==> src/rtl/mulu_x2y2_if.sv <==
// Operand/product bundle for mulu_x2y2; the optional sign flag s exists only when MULU_SIGN_EN is defined.
interface mulu_x2y2_if #(
  parameter int X_WIDTH = 2,
  parameter int Y_WIDTH = 2,
  parameter int P_WIDTH = X_WIDTH + Y_WIDTH
);
  logic [X_WIDTH-1:0] x;
  logic [Y_WIDTH-1:0] y;
  logic [P_WIDTH-1:0] p;
  logic               rdy;
`ifdef MULU_SIGN_EN
  logic               s;

  modport master (output x, output y, input p, input rdy, input s);
  modport slave  (input x, input y, output p, output rdy, output s);
`else
  modport master (output x, output y, input p, input rdy);
  modport slave  (input x, input y, output p, output rdy);
`endif
endinterface

==> src/rtl/mulu_x2y2.sv <==
// Unsigned X_WIDTH x Y_WIDTH array multiplier (AND partial products, ripple adder rows) with one output register.
// Optional feature macro: MULU_SIGN_EN adds the registered two's-complement sign flag s.
module mulu_x2y2 #(
  parameter int X_WIDTH = 2,
  parameter int Y_WIDTH = 2,
  parameter int P_WIDTH = X_WIDTH + Y_WIDTH
) (
  input  logic        clk,
  input  logic        rst,
  mulu_x2y2_if.slave  bus
);

  logic [Y_WIDTH-1:0][X_WIDTH-1:0] pp;
  logic [Y_WIDTH-1:0][P_WIDTH-1:0] acc;
  logic [P_WIDTH-1:0]              prod;

  // Row i of the array adds pp[i] << i onto the running sum with a carry-ripple chain.
  always_comb begin
    logic [P_WIDTH-1:0] addend;
    logic               carry;
    // NOTE: every variable gets a default first so no path through the block can infer a latch.
    pp     = '0;
    acc    = '0;
    addend = '0;
    carry  = 1'b0;
    for (int i = 0; i < Y_WIDTH; i++) begin
      for (int j = 0; j < X_WIDTH; j++) begin
        pp[i][j] = bus.x[j] & bus.y[i];
      end
    end
    acc[0] = {{(P_WIDTH-X_WIDTH){1'b0}}, pp[0]};
    for (int i = 1; i < Y_WIDTH; i++) begin
      addend = P_WIDTH'(pp[i]) << i;
      carry  = 1'b0;
      // NOTE: blocking assignments here are intentional; carry must ripple bit to bit within one evaluation.
      for (int k = 0; k < P_WIDTH; k++) begin
        acc[i][k] = acc[i-1][k] ^ addend[k] ^ carry;
        carry     = (acc[i-1][k] & addend[k]) | (carry & (acc[i-1][k] ^ addend[k]));
      end
    end
    prod = acc[Y_WIDTH-1];
  end

  // NOTE: the output register is reset synchronously; rst is only seen on a rising clk edge.
  always_ff @(posedge clk) begin
    if (rst) begin
      bus.p   <= '0;
      bus.rdy <= 1'b0;
`ifdef MULU_SIGN_EN
      bus.s   <= 1'b0;
`endif
    end else begin
      bus.p   <= prod;
      bus.rdy <= 1'b1;
`ifdef MULU_SIGN_EN
      bus.s   <= (bus.x[X_WIDTH-1] ^ bus.y[Y_WIDTH-1]) & (prod != '0);
`endif
    end
  end

endmodule

==> src/flat_wrapper.sv <==
// flat-port wrapper written by rule: the top's interface ports become plain ports
module mulu_x2y2_flat 
#(
  parameter int X_WIDTH = 2,
  parameter int Y_WIDTH = 2,
  parameter int P_WIDTH = X_WIDTH + Y_WIDTH
)
  (clk, rst, bus_x, bus_y, bus_p, bus_rdy);
  mulu_x2y2_if #(.X_WIDTH(X_WIDTH), .Y_WIDTH(Y_WIDTH), .P_WIDTH(P_WIDTH)) bus_i ();
  input  logic clk;
  input  logic rst;
  input wire logic [$bits(bus_i.x)-1:0] bus_x;
  input wire logic [$bits(bus_i.y)-1:0] bus_y;
  output wire logic [$bits(bus_i.p)-1:0] bus_p;
  output wire logic [$bits(bus_i.rdy)-1:0] bus_rdy;
  assign bus_i.x = bus_x;
  assign bus_i.y = bus_y;
  assign bus_p = bus_i.p;
  assign bus_rdy = bus_i.rdy;
  mulu_x2y2 #(.X_WIDTH(X_WIDTH), .Y_WIDTH(Y_WIDTH), .P_WIDTH(P_WIDTH)) u_core (.clk(clk), .rst(rst), .bus(bus_i));
endmodule
==> config.mk <==
export PLATFORM = sky130hd
export DESIGN_NAME = mulu_x2y2_flat
export DESIGN_NICKNAME = d
export VERILOG_FILES = /design/src/rtl/mulu_x2y2_if.sv /design/src/rtl/mulu_x2y2.sv /design/src/flat_wrapper.sv
export SDC_FILE = /design/constraint.sdc
export NUM_CORES = 1
export LEC_CHECK = 0
export ABC_CLOCK_PERIOD_IN_PS = 1070
export CORE_AREA = 2 2 39 41
export CTS_CLUSTER_DIAMETER = 200
export CTS_CLUSTER_SIZE = 30
export DETAILED_ROUTE_END_ITERATION = 8
export DIE_AREA = 0 0 41 43
export GPL_TIMING_DRIVEN = 0
export PLACE_DENSITY = 0.46
export REMOVE_ABC_BUFFERS = 1
export SYNTH_ARGS = -nofsm -noshare
export SYNTH_HDL_FRONTEND = slang
export SYNTH_SLANG_ARGS = --single-unit
==> constraint.sdc <==
create_clock -name clk -period 1.07 [get_ports clk]
set_input_delay 0.1605 -clock clk [delete_from_list [all_inputs] [get_ports clk]]
set_output_delay 0.1605 -clock clk [all_outputs]
set_load 0.005 [all_outputs]
==> Word level (Yosys, flattened, before mapping) <==
Cells that the tools add are included.
{ "op_classes": {"addsub": 0, "n_div": 0, "bitwise_logic": 8, "shift": 0, "eq_ne": 0, "n_mux": 1, "reduce_logical": 0, "magnitude_cmp": 0, "n_mul": 0} }
{ "ops": {"columns": ["cell", "n"], "rows": [
  ["$and 1x1->1", 6],
  ["$xor 1x1->1", 2],
  ["$mux 1", 1]
]} }
{ "totals": {"mem_bits_ro": 0, "latchBits": 0, "ramBits": 0, "regBits": 5, "in_bits": 6, "memories": 0, "output_inout_bits": 5, "elab_cells": 11} }

==> Longest topological paths before layout <==
{ "logic_depth": {"depth_word": 3, "depth_mapped": 4, "depth_no_buf": 4} }

==> Worst setup path after synthesis <==
No wires, ideal clock.
{ "synth_path": {"path_type": "input port to flip-flop", "from": "in bus_y[0]", "to": "reg u_core.bus.p[2]", "path_buffers": 0, "path_slack_ns": 0.107, "arrival_ns": 0.849, "path_stages": 4, "t_required_ns": 0.956, "setup_ns": 0.114, "path_cell_list": "and2_1 ha_1 ha_1 nor2b_1"} }
{ "synth_rtl": {"columns": ["item", "line", "rtl"], "rows": [
  ["start: declaration", "flat_wrapper.sv:13", "input wire logic [$bits(bus_i.y)-1:0] bus_y;"],
  ["end signal: assignment", "mulu_x2y2.sv:53", "bus.p <= prod;"],
  ["end: declaration", "mulu_x2y2_if.sv:18", "modport slave (input x, input y, output p, output rdy);"]
]} }

==> Worst setup path in the final report <==
{ "layout_path": {"from": "reg u_core.bus.p[1]", "to": "out bus_p[1]"} }
{ "layout_rtl": {"columns": ["item", "line", "rtl"], "rows": [
  ["end: declaration", "flat_wrapper.sv:14", "output wire logic [$bits(bus_i.p)-1:0] bus_p;"]
]} }
No word-level cell between the ends.

==> out/qor.csv <==
stage;metric;value;unit
global_route;antenna_found_initial;0;
setup_path;cp.arrival;0.79;ns
cts;cts_sinks;5;
status;status;finished, final reports clean;
setup_path;cp_num_cells;1;
cts;numCtsBuffers;3;
floorplanning;die_h;43;um
final_layout;fin_util;0.2351;
floorplanning;die_area;1763;um2
floorplanning;pin_count;11;
cts;htree_levels;1;
sta;worst-slew-pin-transition;0.1754;ns
logic_synthesis;synth.area.top_cells;dfxtp_1 (57%), ha_1 (14%), and2_1 (11%), nor2b_1 (11%), and3b_1 (5.0%);
floorplanning;start_util;0.1266;
setup_path;crit_start;u_core.bus.p[1];
pwr;p_per_area;1417;nW/um2
pwr;irDropWorstVdd;0.0004660;V
cts;postCtsSetupRepairBufs;0;
routing;drc;0;
logic_synthesis;synth_top_area_frac;0.5714;
setup_path;worst_path_largest_cell_delay;0.30;ns
floorplanning;rows;14;
global_route;grt_pass1_vias;141;
routing;via_per_inst;3.200;
final_layout;nets;38;
hold_path;hp-class;input port to flop;
sta;finalHoldViolCount;0;
cts;postCtsHoldBufs;0;
global_route;grt_pass1_wl;634;um
routing;num_vias;144;
logic_synthesis;synthMostInstantiatedCell;dfxtp_1;
sta;fmax;1052;MHz
cts;cts_buffer_depth;2;
global_route;grt_max_degree;6;
flow_run;drv_cap;0;
global_route;grt_overflow;0;
floorplanning;core;1384;um2
logic_synthesis;ys_seq_area_frac;0.5714;
setup_path;crit_buf_inv;1;
setup_path;endpoint_kind;output port;
pwr;leakagePower;0.0001591;uW
final_layout;num_antenna_cells;0;
sta;finalMaxSlewViolations;0;
logic_synthesis;synth_common_cells;dfxtp_1 (5), and2_1 (3), nor2b_1 (3);
setup_path;criticalPathCategory;flop to output port;
routing;wire_per_inst;8.600;um
logic_synthesis;ys_seq_elements;5;
placed_design;placed_area;295.3;um2
sta;slew_headroom;0.8827;
setup_path;cp.required;0.91;ns
setup_path;cp-endpoint;bus_p[1];
cts;cts-root-buf;clkbuf_4;
sta;rsz0062_at_grt;false;
logic_synthesis;synth_edf_count;0;
routing;drt_pass1_iterations;2;
logic_synthesis;syn_area_per_cell;11.68;um2
setup_path;cp_max_fo;1;
routing;drt_iter0_markers;2;
final_layout;finalInstanceArea;325.3;um2
sta;setup-tns-final;0;ns
setup_path;startpoint_type;flop;
sta;setup_viol;0;
logic_synthesis;yosysTopAreaCell;dfxtp_1;
sta;period_needed;0.9510;ns
placed_design;io_buffer_count;10;
setup_path;crit_family;flip-flops;
hold_path;hold_depth;2;
routing;ant_nets;0;
logic_synthesis;async_flop_share;0;
global_route;grt_use_total;0.06237;
cts;cts_tree;done;
logic_synthesis;synthCells;15;
setup_path;cpMaxStageDelayCell;dfxtp_1;
final_layout;syn_to_final_growth;85.71;%
logic_synthesis;synth_area;175.2;um2
placed_design;gp_congestion;0.6128;
setup_path;path_cells;dlygate4sd2_1;
logic_synthesis;synth_ff_type;dfxtp_1;
cts;cts-resized-gates;11;
cts;path_clk_slew;0.05;ns
logic_synthesis;synthDistinctLibCells;6;
sta;post-route-period-util;0.8888;
floorplanning;die_w;41;um
final_layout;final_layout_size_suffix_gt1_frac;0.1724;
logic_synthesis;yosysWarningCount;0;
routing;drt-total-wl;387;um
report_power, final:
| group | switching, uW | internal, uW | total, uW | leakage, uW |
|---|---|---|---|---|
| registers | 2.13 | 195 | 198 | 0.0000412 |
| logic | 16.4 | 28.5 | 44.9 | 0.000103 |
| clock network | 77.6 | 141 | 219 | 0.0000150 |
metrics by stage:
| step | setup slack [ns] | instances | hold WS, ns | total power, uW |
|---|---|---|---|---|
| floorplan | 0.1073 | 15 | 0.2170 | 214.2 |
| global placement | -0.3417 | 41 | 0.7343 | 251.8 |
| detailed placement | -0.3556 | 41 | 0.7485 | 253.7 |
| CTS | 0.1118 | 45 | 0.3105 | 470.8 |
| global route | 0.07540 | 45 | 0.3311 | 503.7 |
| finish | 0.1190 | 45 | 0.3097 | 461.1 |
worst min-delay path by stage:
stage	startpoint	to	slack, ns
after floorplan	rst	u_core.bus.rdy	0.22
after global placement	rst	u_core.bus.rdy	0.73
after detailed placement	rst	u_core.bus.rdy	0.75
after CTS	bus_y[0]	u_core.bus.p[0]	0.31
after global routing	bus_x[0]	u_core.bus.p[0]	0.33
final	bus_y[0]	u_core.bus.p[0]	0.31
flip-flops by register name, indices dropped and copies added (netlist names):
signal,cells
u_core.bus.p,4
u_core.bus.rdy,1
layout by cell type, fill, tap and decap left out:
cell type | Yosys | final
dlygate4sd2_1 | 0 | 9
dfxtp_1 | 5 | 5
and2_1 | 3 | 3
nor2b_1 | 3 | 3
clkbuf_4 | 0 | 3
inv_1 | 1 | 1
and3b_1 | 1 | 1
ha_2 | 0 | 1
ha_4 | 0 | 1
clkbuf_1 | 0 | 1
clkdlybuf4s50_1 | 0 | 1
area by class of cell:
class | count | area [um2]
inverter | 1 | 3.754
clock buffer | 4 | 26.28
multi-input combinational | 9 | 86.33
tap | 16 | 20.02
fill | 155 | 1059
timing repair buffer | 10 | 88.84
sequential | 5 | 100.1
metal layers:
layer	part of all wire	global-route usage	wire (um)	up-vias
met3	0.15	0.06283	59	0
met2	0.42	0.06250	162	11
met5	0	0	0	-
li1	-	-	-	74
met1	0.42	0.07767	164	59
met4	0	0.04000	0	0
cell families (layout without fill, tap and decap cells):
logic type                 after synthesis  in the layout  share of synthesized area
adders and majority gates                2              2                     0.1428
buffers and inverters                    1             15                    0.02141
and+or+nand+nor                          7              7                     0.2643
DFF                                      5              5                     0.5715
(Power assumes the default switching activity.)
